===== config.mk =====
export PLATFORM = sky130hd
export DESIGN_NAME = question_issuer_flat
export DESIGN_NICKNAME = d
export VERILOG_FILES = /design/src/rtl/question_issuer_if.sv /design/src/rtl/question_issuer.sv /design/src/flat_wrapper.sv
export SDC_FILE = /design/constraint.sdc
export NUM_CORES = 1
export LEC_CHECK = 0
export BUFFER_PORTS_ARGS = -buffer_cell sky130_fd_sc_hd__buf_2
export CAP_MARGIN = 20
export CORE_MARGIN = 2
export CORE_UTILIZATION = 45
export CTS_BUF_LIST = sky130_fd_sc_hd__clkbuf_16
export CTS_CLUSTER_SIZE = 40
export DETAILED_ROUTE_END_ITERATION = 6
export PLACE_DENSITY = 0.64
export SLEW_MARGIN = 20
export SYNTH_ARGS = -nofsm -noshare
export SYNTH_HDL_FRONTEND = slang
export SYNTH_SLANG_ARGS = --single-unit

===== constraint.sdc =====
create_clock -name clk -period 5.1 [get_ports clk]
set_input_delay 1.02 -clock clk [delete_from_list [all_inputs] [get_ports clk]]
set_output_delay 1.02 -clock clk [all_outputs]
set_load 0.02 [all_outputs]

===== src/rtl/question_issuer_if.sv =====
// question_issuer_if -- handshake bundle between the question issuer, the OBC
// under test and the downstream answer checker.
//   slave  : the issuer side (drives questions, pairs and status)
//   master : the environment side (drives enable and the OBC answer)
interface question_issuer_if;
   logic       enable;
   logic [3:0] question;
   logic       q_valid;
   logic [3:0] answerOBC;
   logic       a_valid;
   logic       pair_valid;
   logic [3:0] pair_question;
   logic [3:0] pair_answer;
   logic       timeout;
   logic       busy;
   logic [7:0] txn_count;

   modport slave (
      input  enable, answerOBC, a_valid,
      output question, q_valid, pair_valid, pair_question, pair_answer,
             timeout, busy, txn_count
   );

   modport master (
      output enable, answerOBC, a_valid,
      input  question, q_valid, pair_valid, pair_question, pair_answer,
             timeout, busy, txn_count
   );
endinterface


===== src/rtl/question_issuer.sv =====
// question_issuer -- issues LFSR-generated questions to an OBC, waits (bounded)
// for its answer and hands each question/answer pair to a downstream checker.
// Optional build macro QUESTION_ISSUER_REPEAT_EN: when defined, a timed-out
// question is re-issued (LFSR holds); when undefined the LFSR advances on a
// timeout exactly as on a delivered pair.
module question_issuer #(
   parameter int unsigned TIMEOUT_CYCLES = 16,      // 2..255
   parameter logic [3:0]  SEED           = 4'b1001,
   parameter int unsigned GAP_CYCLES     = 4        // 1..15
) (
   input  logic              clk,
   input  logic              reset,   // asynchronous, active low
   question_issuer_if.slave  bus
);
   // An all-zero seed would lock the LFSR, so it is forced to 1.
   localparam logic [3:0] LFSR_INIT = (SEED == 4'b0000) ? 4'b0001 : SEED;
   localparam logic [7:0] WAIT_LAST = 8'(TIMEOUT_CYCLES - 1);
   localparam logic [3:0] GAP_LAST  = 4'(GAP_CYCLES - 1);

   typedef enum logic [2:0] {
      S_IDLE, S_ISSUE, S_WAIT, S_DELIVER, S_GAP
   } state_t;

   state_t     state;
   logic [3:0] lfsr;
   logic [7:0] wait_cnt;
   logic [3:0] gap_cnt;

   logic [3:0] question_r, pair_question_r, pair_answer_r;
   logic       q_valid_r, pair_valid_r, timeout_r, busy_r;
   logic [7:0] txn_count_r;

   function automatic logic [3:0] lfsr_next(input logic [3:0] q);
      return {q[2:0], q[3] ^ q[2]};
   endfunction

   // Transaction FSM; every output is a register set on the edge entering the
   // state in which it must be seen, so strobes line up with their state.
   always_ff @(posedge clk or negedge reset) begin
      if (!reset) begin
         state           <= S_IDLE;
         lfsr            <= LFSR_INIT;
         wait_cnt        <= '0;
         gap_cnt         <= '0;
         question_r      <= '0;
         pair_question_r <= '0;
         pair_answer_r   <= '0;
         txn_count_r     <= '0;
         q_valid_r       <= 1'b0;
         pair_valid_r    <= 1'b0;
         timeout_r       <= 1'b0;
         busy_r          <= 1'b0;
      end else begin
         q_valid_r    <= 1'b0;
         pair_valid_r <= 1'b0;
         timeout_r    <= 1'b0;
         case (state)
            S_IDLE: begin
               if (bus.enable) begin
                  state      <= S_ISSUE;
                  question_r <= lfsr;
                  q_valid_r  <= 1'b1;
                  busy_r     <= 1'b1;
               end
            end
            S_ISSUE: begin
               state    <= S_WAIT;
               wait_cnt <= '0;
            end
            S_WAIT: begin
               // An answer in the expiry cycle still counts as delivered.
               if (bus.a_valid) begin
                  state           <= S_DELIVER;
                  pair_valid_r    <= 1'b1;
                  pair_question_r <= question_r;
                  pair_answer_r   <= bus.answerOBC;
                  txn_count_r     <= txn_count_r + 8'd1;
                  lfsr            <= lfsr_next(lfsr);
               end else if (wait_cnt == WAIT_LAST) begin
                  state     <= S_GAP;
                  gap_cnt   <= '0;
                  timeout_r <= 1'b1;
`ifdef QUESTION_ISSUER_REPEAT_EN
                  lfsr      <= lfsr;
`else
                  lfsr      <= lfsr_next(lfsr);
`endif
               end else begin
                  wait_cnt <= wait_cnt + 8'd1;
               end
            end
            S_DELIVER: begin
               state   <= S_GAP;
               gap_cnt <= '0;
            end
            S_GAP: begin
               // enable is only looked at here, so dropping it never aborts
               // a transaction already in flight.
               if (gap_cnt == GAP_LAST) begin
                  if (bus.enable) begin
                     state      <= S_ISSUE;
                     question_r <= lfsr;
                     q_valid_r  <= 1'b1;
                  end else begin
                     state  <= S_IDLE;
                     busy_r <= 1'b0;
                  end
               end else begin
                  gap_cnt <= gap_cnt + 4'd1;
               end
            end
            default: begin
               state  <= S_IDLE;
               busy_r <= 1'b0;
            end
         endcase
      end
   end

   assign bus.question      = question_r;
   assign bus.q_valid       = q_valid_r;
   assign bus.pair_valid    = pair_valid_r;
   assign bus.pair_question = pair_question_r;
   assign bus.pair_answer   = pair_answer_r;
   assign bus.timeout       = timeout_r;
   assign bus.busy          = busy_r;
   assign bus.txn_count     = txn_count_r;
endmodule


===== src/flat_wrapper.sv =====
// flat-port wrapper written by rule: the top's interface ports become plain ports
module question_issuer_flat 
#(
   parameter int unsigned TIMEOUT_CYCLES = 16,               
   parameter logic [3:0]  SEED           = 4'b1001,
   parameter int unsigned GAP_CYCLES     = 4                
)
  (clk, reset, bus_enable, bus_answerOBC, bus_a_valid, bus_question, bus_q_valid, bus_pair_valid, bus_pair_question, bus_pair_answer, bus_timeout, bus_busy, bus_txn_count);
  question_issuer_if bus_i ();
  input  logic clk;
  input  logic reset;
  input wire logic [$bits(bus_i.enable)-1:0] bus_enable;
  input wire logic [$bits(bus_i.answerOBC)-1:0] bus_answerOBC;
  input wire logic [$bits(bus_i.a_valid)-1:0] bus_a_valid;
  output wire logic [$bits(bus_i.question)-1:0] bus_question;
  output wire logic [$bits(bus_i.q_valid)-1:0] bus_q_valid;
  output wire logic [$bits(bus_i.pair_valid)-1:0] bus_pair_valid;
  output wire logic [$bits(bus_i.pair_question)-1:0] bus_pair_question;
  output wire logic [$bits(bus_i.pair_answer)-1:0] bus_pair_answer;
  output wire logic [$bits(bus_i.timeout)-1:0] bus_timeout;
  output wire logic [$bits(bus_i.busy)-1:0] bus_busy;
  output wire logic [$bits(bus_i.txn_count)-1:0] bus_txn_count;
  assign bus_i.enable = bus_enable;
  assign bus_i.answerOBC = bus_answerOBC;
  assign bus_i.a_valid = bus_a_valid;
  assign bus_question = bus_i.question;
  assign bus_q_valid = bus_i.q_valid;
  assign bus_pair_valid = bus_i.pair_valid;
  assign bus_pair_question = bus_i.pair_question;
  assign bus_pair_answer = bus_i.pair_answer;
  assign bus_timeout = bus_i.timeout;
  assign bus_busy = bus_i.busy;
  assign bus_txn_count = bus_i.txn_count;
  question_issuer #(.TIMEOUT_CYCLES(TIMEOUT_CYCLES), .SEED(SEED), .GAP_CYCLES(GAP_CYCLES)) u_core (.clk(clk), .reset(reset), .bus(bus_i));
endmodule

# Word-level counts from Yosys, hierarchy flattened

Cells that the tools add are included.
Widths: inputs -> output; s select.

Reduce and logical (&&, ||, !) cells: 13
Bitwise operators: 2
Equality and inequality tests: 14
Add/sub/neg operators: 3
Muxes and demuxes: 30

Operators by type and width:

| operator            | count |
|---|---|
| $mux 4              | 7 |
| $add 8x1->8 const B | 2 |
| $mux 8              | 2 |
| $pmux 8 s2          | 1 |
| $pmux 3 s5          | 1 |
| $mux 3              | 4 |
| $pmux 4 s3          | 1 |
| $mux 1              | 11 |
| $ne 2x2->1 const B  | 5 |
| $eq 8x4->1 const B  | 1 |
| $pmux 4 s2          | 1 |
| $reduce_and 4->1    | 2 |
| $eq 3x2->1 const B  | 2 |
| $reduce_and 2->1    | 3 |
| $reduce_and 3->1    | 2 |
| $reduce_bool 2->1   | 3 |
| $add 4x1->4 const B | 1 |
| $eq 4x2->1 const B  | 1 |
| $ne 2x1->1 const B  | 2 |
| $eq 3x1->1 const B  | 1 |
| $eq 3x3->1 const B  | 1 |
| $logic_not 3->1     | 1 |
| $ne 3x2->1 const B  | 1 |
| $pmux 1 s3          | 1 |
| other kinds (5)     | 5 |

Bits in registers: 43
Output and inout port bits: 24

# Depth between registers and ports, before layout

Gate-level depths: netlist of run 1.

Depth after elaboration: 4
Depth in mapped cells: 6
Depth with buffers taken out: 5

# Worst setup path after synthesis of run 1

No wires, ideal clock.

Path type: input port to flip-flop
Start: in bus_a_valid
End: reg u_core.pair_answer_r[0], in the netlist u_core.bus.pair_answer[0]
Stages: 5
Setup time: 125 ps
Data arrival time: 2166 ps
Required time: 4975 ps
Path slack: 2809 ps
Cells stage by stage: buf_2 > nor4bb_1 > clkbuf_1 > buf_2 > mux2_2

Longest elaborated chain between the ends: 1

RTL lines:

| element                    | RTL line              | source |
|---|---|---|
| start: declaration         | flat_wrapper.sv:14    | `input wire logic [$bits(bus_i.a_valid)-1:0] bus_a_valid;` |
| $reduce_and 2->1 (no line) | -                     |  |
| end signal: assignment     | question_issuer.sv:76 | `pair_answer_r <= bus.answerOBC;` |
| end: declaration           | question_issuer.sv:29 | `logic [3:0] question_r, pair_question_r, pair_answer_r;` |

No other way between the ends.
A chain may end at the register's enable or synchronous reset.

# Worst setup path after layout of run 1

Start: in bus_a_valid
End: reg u_core.txn_count_r[5], in the netlist u_core.bus.txn_count[5]

Longest elaborated chain between the ends: 1

RTL lines:

| element                    | RTL line              | source |
|---|---|---|
| $reduce_and 2->1 (no line) | -                     |  |
| end signal: assignment     | question_issuer.sv:77 | `txn_count_r <= txn_count_r + 8'd1;` |
| end: declaration           | question_issuer.sv:31 | `logic [7:0] txn_count_r;` |

No other way between the ends.

==> key figures, run 1 <==
Status
  • Outcome: complete, no violations

STA
  • Clock skew: 5.15 ps
  • Setup_tns: 0 ps
  • Fmax achieved: 0.481 GHz
  • Worst Tran Pin Value: 950 ps
  • Final Setup Violations: 0
  • RSZ-0062 raised after global routing: no
  • Crit share post-route: 40.7%
  • Post-layout minimum cycle time: 2080 ps
  • Max-slew violation count: 0
  • Slew margin rel.: 36.6%
  • Fin. Hold Viols: 0

Placement
  • Placed cell count: 243
  • Placer congestion estimate: 0.850
  • Post-DP HPWL: 2700 um
  • IO buf count: 31

Setup path
  • Crit. End Element: flop
  • FF-to-FF setup slack: 3050 ps
  • CP Launch Type: input pin
  • Reg2reg path depth: 4
  • Critical path data required time: 5260 ps
  • Crit path DAT: 2240 ps
  • Highest fanout seen on the critical path: 15
  • Critical path class: in -> reg

Routing
  • DR pass1 iterations: 4
  • DRC Markers: 0
  • Via Count: 1,417
  • Final WL: 3820 um
  • Vias per cell: 5.65
  • Wire length on met2: 1920 um
  • ANT nets after route: 0
  • Wire length on met3: 184 um
  • Routed len/inst: 15.2 um
  • WL met1: 1690 um
  • Top layer in use: met4
  • DRT iter0 DRCs: 68

Floorplanning
  • Row cnt: 24
  • Area of the core: 0.00432 sq mm
  • Die Y: 70.7 um
  • Initial core utilization: 46.3%
  • Num ports: 32
  • Die width: 70.7 um
  • Full die area: 0.00500 sq mm

Clock network
  • Post-CTS setup buffers: 0
  • # hold bufs at CTS: 0
  • Worst-Skew Late Latency: 280 ps
  • CTS Root Cell: clkbuf_16
  • Htree depth: 2
  • TritonCTS Sinks: 43
  • Total CTS buffers: 5
  • Post-CTS resize count: 0
  • Clk buf depth: 2
  • CTS tree: built
  • CTS clock-pin slew for the worst setup and hold paths: 60 ps

Synth
  • Post-Syn Nets: 179
  • #FFs+latches synth: 43
  • Synth Flop Type: dfrtp_1
  • Syn. warnings: 0
  • Fraction of registers with async set/reset: 100%
  • Area of the mapped netlist: 0.00200 sq mm
  • Synth Instances: 168
  • Sequential fraction of the synthesis area: 53.9%
  • Number of synthesized flops with an enable pin: 0
  • Number of distinct library cells after synthesis: 44
  • Mean Syn Cell Area: 11.9 sq um

Global routing
  • Global-route wire length before repair: 6720 um
  • Vias in the first global route: 1,472
  • Gr ovfl total: 0
  • Largest net degree at the start of global routing: 44
  • Initial antenna violation count: 0
  • GRT Resource Usage Total: 16.9%

Final layout
  • Register area: 0.00108 sq mm
  • Area occupied by multi-input gates: 872 sq um
  • Layout cells sized above 1: 33.2%
  • Area Growth Syn to Fin: 19.2%
  • Nets: 209
  • Non-filler cells, final: 251
  • Ant diodes: 0
  • Filler instances: 381

Min path
  • Hold path depth: 1
  • Hold Path Class: reg -> reg

Power
  • Leak: 1.13 nW
  • Final Power: 1.30 mW
  • VDD IR max: 308 uV
  • Power per cell area: 543 mW/mm^2

Run
  • Maxcap violations: 0
## cell type report
| type | instances | share of cell area (%) |
|---|---|---|
| flip-flops and latches | 43 | 45.2 |
| multi-input cells | 111 | 36.5 |
| repair buffers | 32 | 6.82 |
| clock buffers | 5 | 5.24 |
| well taps | 52 | 2.73 |
| clock inverters | 3 | 2.67 |
| inverters | 5 | 0.787 |
## routing by layer
metal / track usage, % / vias to the layer above
li1: - / 668
met1: 20.6 / 712
met2: 28.8 / 35
met3: 4.70 / 2
met4: 6.08 / 0
met5: 0 / -
## flip-flops by register name (all words and copies together) (netlist names), 3 cells and up
| name | cells |
|---|---|
| u_core.bus.pair_question | 4 |
| u_core.bus.txn_count | 8 |
| u_core.bus.pair_answer | 4 |
| u_core.wait_cnt | 8 |
| u_core.lfsr | 4 |
| u_core.bus.question | 4 |
| u_core.gap_cnt | 4 |
| u_core.state | 3 |
## worst paths after layout
path / start / end
setup / recovery: bus_a_valid / u_core.bus.txn_count[5]$_DFFE_PN0P_
hold / removal: u_core.bus.txn_count[7]$_DFFE_PN0P_ / u_core.bus.txn_count[7]$_DFFE_PN0P_
setup reg to reg: u_core.gap_cnt[0]$_DFFE_PN0P_ / u_core.bus.question[1]$_DFFE_PN0P_
hold reg to reg: u_core.bus.txn_count[7]$_DFFE_PN0P_ / u_core.bus.txn_count[7]$_DFFE_PN0P_
max in group asynchronous: reset / u_core.lfsr[1]$_DFFE_PN0P_
min in group asynchronous: reset / u_core.bus.question[0]$_DFFE_PN0P_
## report_power, final
group / total [mW] / switching [mW] / internal, mW
Clock: 0.400 / 0.122 / 0.279
Sequential: 0.529 / 0.109 / 0.420
Combinational: 0.366 / 0.207 / 0.159
Total: 1.30 / 0.438 / 0.858
## logic make-up (layout without fill, tap and decap cells)
logic type,Yosys count,in the layout,share of synthesized area [%]
AND/OR/NAND/NOR,46,46,13.1
buffers and inverters,14,45,2.88
XOR/XNOR,10,10,4.38
AO/OA/AOI/OAI,32,32,12.8
adder cells (fa/ha/maj),3,3,1.88
flip-flops,43,43,53.9
multiplexers,20,20,11.1
## Yosys cell counts (all sizes together), types with 2 or more instances
cell type,n,area (sq um)
nand2,13,51.3
o211ai,2,15.0
o2bb2ai,4,35.0
dfstp,2,52.6
o21ai,5,25.0
nor4,4,40.0
clkbuf,5,18.8
a31oi,2,12.5
and3,3,18.8
nand3,6,30.0
xnor2,7,61.3
xor2,3,26.3
inv,5,18.8
dfrtp,41,1030
nor2,6,22.5
a2111oi,2,30.0
mux2i,3,30.0
a21oi,6,30.0
nand2b,4,25.0
a211oi,2,27.5
ha,3,37.5
mux2,17,191
buf,4,20.0
nor2b,2,12.5
## cell usage in the layout, fill, tap and decap left out, types with 4 or more instances in the layout
cell type  Yosys  layout
mux2_2        17      17
dfrtp_1       41      41
a21oi_1        6       6
xnor2_1        7       7
o21ai_0        5       5
nor2_1         6       6
clkbuf_16      0       5
nand2_1       12      12
nand2b_1       4       4
inv_1          5       6
o2bb2ai_1      4       4
nand3_1        6       6
buf_2          4      31
## worst max-delay path, cell delays in order
cell and delay [ps]:
buf_2 190, nor4bb_2 240, buf_4 260, and4_1 280, nand3_1 110, xnor2_1 140
## metrics by stage
stage | area (sq um) | setup WS [ps] | hold slack (ps) | utilization (%)
2_1_floorplan | 2000 | 2810 | 473 | -
3_3_place_gp | 2200 | 2790 | 457 | 50.8
3_5_place_dp | 2200 | 2740 | 469 | 50.8
4_1_cts | 2390 | 3020 | 478 | 55.2
5_1_grt | 2390 | 2920 | 503 | 55.2
6_report | 2390 | 3020 | 467 | 55.2
Power figures use the tool's default switching activity.
==> inputs of run 2 (changes only) <==
ABC_AREA = 1   (was not set)
PLACE_DENSITY = 0.66   (was 0.64)
clock period = 1.7 ns   (was 5.1 ns; I/O delays follow)
==> run 2 against run 1 <==
Net effect:
- sequential share of layout area is 1.2 points lower
- synthesized cell count is 49% higher
- combinational power grew to 2.9 times the previous value
- sequential cell count stayed put
- worst hold slack worse by 210 ps
- area after synthesis is 1.9% higher
- via count is 17% higher
- critical path depth is 1 higher
- final cell count is 38% higher
- clock power is 130% higher
- clock skew is 2.1 ps lower
- critical endpoint is now u_core.lfsr[0]$_DFFE_PN1P_
- largest power group unchanged
==> key figures, run 2 <==
Run
  • Maxcap violations: 0

Floorplanning
  • Num ports: 32
  • Full die area: 0.00509 sq mm
  • Area of the core: 0.00435 sq mm
  • Die Y: 71.3 um
  • Die width: 71.3 um
  • Row cnt: 24
  • Initial core utilization: 46.9%

Power
  • Flop pwr share: 41.5%
  • Clock network fraction of total power: 27.0%
  • Leak: 1.32 nW
  • VDD IR max: 632 uV
  • Power per cell area: 1370 mW/mm^2
  • P_int: 2.11 mW
  • Final Power: 3.35 mW
  • Logic pwr share: 31.4%
  • Sw power: 1.24 mW
  • Net Sw Frac: 36.9%

STA
  • Clock skew: 3.10 ps
  • Fin. Hold Viols: 0
  • Setup_tns: 0 ps
  • Worst Tran Pin Value: 385 ps
  • Final Worst Setup Slack: 179 ps
  • Final Setup Violations: 0
  • Crit share post-route: 89.5%
  • Post-layout minimum cycle time: 1520 ps
  • Max-slew violation count: 0
  • Slew margin rel.: 74.3%
  • RSZ-0062 raised after global routing: no
  • Fmax achieved: 0.657 GHz

Synth
  • Area of the mapped netlist: 0.00204 sq mm
  • Count leader, synth: nand2_1
  • Largest cells by area after synthesis: dfrtp_1, nand2_1, nand3_1
  • Number of synthesized flops with an enable pin: 0
  • Synth Flop Type: dfrtp_1
  • Post-synth top area share: 50.3%
  • Post-Syn Nets: 262
  • Synth Instances: 251
  • Yosys top cell by area: dfrtp_1
  • Number of distinct library cells after synthesis: 28
  • Post-synth top cells: nand2_1, dfrtp_1, inv_1, nor2_1, nand3_1
  • Fraction of registers with async set/reset: 100%
  • Syn. warnings: 0
  • Mean Syn Cell Area: 8.13 sq um
  • #FFs+latches synth: 43
  • Sequential fraction of the synthesis area: 52.9%

Min path
  • Hold Crit Start: bus_answerOBC[3]
  • Hold Path Class: in -> reg

Global routing
  • GRT Resource Usage Total: 17.4%
  • Vias in the first global route: 1,547
  • Gr ovfl total: 0
  • Initial antenna violation count: 0
  • Global-route wire length before repair: 6990 um
  • Largest net degree at the start of global routing: 29

Final layout
  • Most common cell after layout, fill and taps aside: nand2_1
  • Most frequent cells in the layout: nand2_1, dfrtp_1, buf_2, inv_1, nor2_1
  • Final Cell Area: 0.00245 sq mm
  • Filler instances: 405
  • Ant diodes: 0
  • Area Growth Syn to Fin: 20.2%
  • Layout cells sized above 1: 20.1%
  • Nets: 304

Setup path
  • Critical path data required time: 1910 ps
  • Crit path DAT: 1730 ps
  • Crit. End Element: flop
  • Critical path class: reg -> reg
  • FF-to-FF setup slack: 180 ps
  • CP max-delay cell: dfrtp_1
  • CP Launch Type: flop
  • CP top delay family: simple AND/OR/NAND/NOR gates
  • CP Launch Point: u_core.state[2]$_DFFE_PN0P_
  • Highest fanout seen on the critical path: 13
  • Slowest stage delay, CP: 420 ps
  • R2r startpoint: u_core.state[2]$_DFFE_PN0P_
  • CP bufs+invs: 2
  • Worst-path cell chain: inv_2, nand3_4, nor2_4, inv_2, nand2_2, nand2_1, o21ai_1
  • Crit path top cell by count: inv_2

Routing
  • DR pass1 iterations: 5
  • Wire length on met3: 153 um
  • WL met1: 1880 um
  • Routed len/inst: 11.3 um
  • DRC Markers: 0
  • ANT nets after route: 0
  • Top layer in use: met4
  • Vias per cell: 4.81
  • DRT iter0 DRCs: 85
  • Final WL: 3910 um
  • Via Count: 1,663
  • Wire length on met2: 1810 um

Clock network
  • # hold bufs at CTS: 1
  • Total CTS buffers: 5
  • Clk buf depth: 2
  • CTS Root Cell: clkbuf_16
  • Worst-Skew Late Latency: 280 ps
  • CTS clock-pin slew for the worst setup and hold paths: 60 ps
  • TritonCTS Sinks: 43
  • CTS tree: built
  • Post-CTS resize count: 0
  • Htree depth: 2
  • Post-CTS setup buffers: 0

Placement
  • IO buf count: 31
  • Placer congestion estimate: 0.868
  • Placed standard-cell area: 0.00230 sq mm
  • Post-DP HPWL: 2930 um
  • Place WS: 169 ps

Status
  • Outcome: complete, no violations
==> run 2: cell types whose count changed after synthesis, moves of 17 or more <==
cell     change
nor2_1      +18
inv_1       +19
nand2_1     +77
nand3_1     +17
mux2_2      -17
==> run 2: cell type report <==
cell class                 count  area (sq um)  share of cell area, %
clock buffer                   5           125                   5.10
clock inverter                 3          16.3                  0.663
inverter                      27           101                   4.13
multi-input combinational    178           843                   34.4
sequential                    43          1080                   44.0
tap                           52          65.1                   2.65
timing repair buffer          38           223                   9.08
==> run 2: kinds of logic (layout without fill, tap and decap cells) <==
logic type                 Yosys count  after routing  synth area share, %
buffers and inverters               30             73                 5.82
DFF                                 43             43                 52.9
xor gates and xnor gates             6              6                 2.58
and+or+nand+nor                    151            151                 31.9
adders and majority gates            3              3                 1.84
AOI/OAI and AO/OA                   18             18                 4.97
==> run 2: power groups by stage <==
stage / Sequential [mW] / Clock (mW) / Combinational, mW
after global routing: 1.42 / 0.974 / 1.19
after CTS: 1.39 / 0.929 / 1.07
after global placement: 1.41 / 0 / 1.05
final: 1.39 / 0.906 / 1.05
after detailed placement: 1.41 / 0 / 1.06
after floorplan: 1.54 / 0 / 0.574
==> run 2: through the flow <==
stage	cells	hold WS (ps)	utilization, %
floorplan	251	44.4	-
global placement	337	284	52.8
detailed placement	337	284	52.8
CTS	346	256	56.3
global route	346	265	56.3
finish	346	257	56.3
==> run 2: path summary, 6_finish.rpt <==
path / endpoint / cells past startpoint
hold / removal: u_core.bus.pair_answer[3]$_DFFE_PN0P_ / 3
min in group asynchronous: u_core.wait_cnt[2]$_DFFE_PN0P_ / 2
setup reg to reg: u_core.lfsr[0]$_DFFE_PN1P_ / 7
setup / recovery: u_core.lfsr[0]$_DFFE_PN1P_ / 7
max in group asynchronous: u_core.state[0]$_DFFE_PN0P_ / 3
hold reg to reg: u_core.bus.pair_question[3]$_DFFE_PN0P_ / 2
==> run 2: worst min-delay path, stage by stage <==
cell and delay, ps:
buf_2 70, nand2_1 40, nand2_1 50
==> run 2: metal layers <==
layer | GRT usage, % | up-vias
met4 | 7.97 | 0
met3 | 4.50 | 4
li1 | - | 870
met2 | 26.3 | 29
met1 | 23.6 | 760
met5 | 0 | -
==> inputs of run 3 (changes only) <==
ABC_AREA = not set   (was 1)
==> run 3 against run 2 <==
Net effect:
- the flow now finishes with violations (setup timing)
- highest routed layer unchanged
- count of clock-buffer cells in the layout unchanged
- power increased by 18%
- maximum frequency decreased by 11%
- clock skew increased by 1.5 ps
- clock power decreased by 2.9%
- via count decreased by 6.5%
- core utilization increased by 4.4 points
- largest cell class unchanged
- first-iteration DRC count increased by 24%
- combinational power increased by 54%
==> key figures, run 3 (same netlist as run 1, synthesis figures left out) <==
Setup path
  • Reg2reg path depth: 5
  • CP max-delay cell: a211oi_4
  • Crit. End Element: flop
  • Slowest stage delay, CP: 390 ps
  • Critical path data required time: 1900 ps
  • Worst-path cell chain: ha_2, and3_4, nand2_2, a211oi_4, mux2_2
  • Highest fanout seen on the critical path: 4
  • Crit path DAT: 1910 ps
  • R2r startpoint: u_core.wait_cnt[1]$_DFFE_PN0P_
  • Worst R2R End: u_core.lfsr[3]$_DFFE_PN1P_
  • CP top delay family: compound AO/OA/AOI/OAI gates
  • Critical path class: reg -> reg
  • FF-to-FF setup slack: -10 ps
  • CP Launch Type: flop
  • CP bufs+invs: 0

Final layout
  • Nets: 237
  • Filler instances: 342
  • Ant diodes: 0
  • Layout cells sized above 1: 44.2%
  • Most frequent cells in the layout: dfrtp_1, buf_2, buf_4, nand2_1, mux2_2
  • Register area: 0.00108 sq mm
  • Area Growth Syn to Fin: 31.2%
  • Most common cell after layout, fill and taps aside: dfrtp_1
  • Area occupied by multi-input gates: 957 sq um

Floorplanning
  • Initial core utilization: 46.3%
  • Full die area: 0.00500 sq mm
  • Num ports: 32
  • Area of the core: 0.00432 sq mm
  • Row cnt: 24
  • Die Y: 70.7 um
  • Die width: 70.7 um

STA
  • Setup_tns: -23.9 ps
  • Post-layout minimum cycle time: 1710 ps
  • RSZ-0062 raised after global routing: yes
  • Final Worst Setup Slack: -12.4 ps
  • Slew margin rel.: 63.6%
  • Max-slew violation count: 0
  • Fin. Hold Viols: 0
  • Clock skew: 4.62 ps
  • Worst Tran Pin Value: 546 ps
  • Final Setup Violations: 3
  • Crit share post-route: 101%
  • Fmax achieved: 0.584 GHz

Min path
  • Hold Path Class: in -> async

Routing
  • Routed len/inst: 15.8 um
  • ANT nets after route: 0
  • DR pass1 iterations: 4
  • Vias per cell: 5.59
  • DRT iter0 DRCs: 105
  • DRC Markers: 0
  • Final WL: 4400 um
  • Via Count: 1,555

Global routing
  • Vias in the first global route: 1,640
  • GRT Resource Usage Total: 18.8%
  • Initial antenna violation count: 0
  • Gr ovfl total: 0
  • Largest net degree at the start of global routing: 44
  • Global-route wire length before repair: 7410 um

Placement
  • Placer congestion estimate: 0.851
  • Place WS: -96.2 ps
  • Post-DP HPWL: 3050 um
  • IO buf count: 31

Power
  • Sw power: 1.44 mW
  • Power per cell area: 1510 mW/mm^2
  • Logic pwr share: 40.8%
  • VDD IR max: 866 uV
  • Leak: 1.25 nW
  • Net Sw Frac: 36.3%
  • P_int: 2.52 mW
  • Flop pwr share: 36.9%
  • Clock network fraction of total power: 22.2%

Clock network
  • Worst-Skew Late Latency: 280 ps
  • Clk buf depth: 2
  • CTS clock-pin slew for the worst setup and hold paths: 60 ps
  • CTS tree: built
  • Total CTS buffers: 5
  • CTS Root Cell: clkbuf_16
  • Htree depth: 2
  • TritonCTS Sinks: 43

Run
  • Maxcap violations: 0

Status
  • Outcome: complete, but fails checks
  • Failing checks: setup timing
[run 3: cell count changes in the layout (fill, tap and decap cells not counted), sizes merged, moves of 17 or more]
cell	delta
buf	+23
inv	-23
nand2	-79
mux2	+17
nand3	-19
nor2	-20
[run 3: final cells by class]
type                            count  area share, %
Inverter                            5          0.715
Clock buffer                        5           4.76
Clock inverter                      2          0.333
Multi-Input combinational cell    111           36.4
Timing Repair Buffer               60           14.2
Tap cell                           52           2.48
Sequential cell                    43           41.1
[run 3: through the flow]
step	hold WS [ps]	std cells	total power, mW	utilization (%)	instance area (sq um)
final	130	278	3.96	60.7	2630
after floorplan	44.4	168	2.39	-	2020
after detailed placement	449	267	2.97	55.2	2390
after CTS	151	275	3.90	59.1	2550
after global placement	433	267	2.88	55.2	2390
after global routing	199	278	4.21	60.7	2630
[run 3: power groups by stage]
stage,clock network [mW],logic [mW],registers (mW)
floorplan,0,0.793,1.59
global placement,0,1.45,1.44
detailed placement,0,1.51,1.46
CTS,0.907,1.55,1.45
global route,0.952,1.76,1.50
finish,0.880,1.62,1.46
[run 3: repair_timing]
| item | in CTS | in global routing |
|---|---|---|
| buffers inserted | 1 | 3 |
| setup endpoints to repair | 13 | 17 |
| gates resized for setup | 5 | 13 |
| cloned | 0 | 0 |
| hold buffers | 0 | 0 |
| pin swaps | 3 | 6 |
[run 3: worst register-to-register path, delay by kind of cell, from the launching register on]
family,cells,cell delay [ps]
AO/OA/AOI/OAI,1,390
multiplexers,1,380
flip-flops,1,370
AND/OR/NAND/NOR,2,300
adder cells (fa/ha/maj),1,200
[run 3: routing by layer]
metal / vias to the layer above / part of all wire [%] / GRT usage (%)
li1: 727 / - / -
met5: - / 0 / 0
met3: 10 / 4.6 / 5.70
met4: 0 / 1.8 / 7.97
met1: 776 / 44 / 21.2
met2: 42 / 50 / 33.0
[run 3: how the worst max path moves through the flow]
stage / startpoint / to / slack (ps) / cells after the start
after floorplan: u_core.wait_cnt[4]$_DFFE_PN0P_ / u_core.lfsr[1]$_DFFE_PN0P_ / -6 / 4
after detailed placement: u_core.wait_cnt[0]$_DFFE_PN0P_ / u_core.wait_cnt[4]$_DFFE_PN0P_ / -100 / 6
after global placement: u_core.wait_cnt[0]$_DFFE_PN0P_ / u_core.wait_cnt[4]$_DFFE_PN0P_ / 20 / 6
after global routing: u_core.wait_cnt[5]$_DFFE_PN0P_ / u_core.lfsr[2]$_DFFE_PN0P_ / -70 / 4
after CTS: u_core.wait_cnt[0]$_DFFE_PN0P_ / u_core.wait_cnt[4]$_DFFE_PN0P_ / -2 / 6
final: u_core.wait_cnt[1]$_DFFE_PN0P_ / u_core.lfsr[3]$_DFFE_PN1P_ / -10 / 5
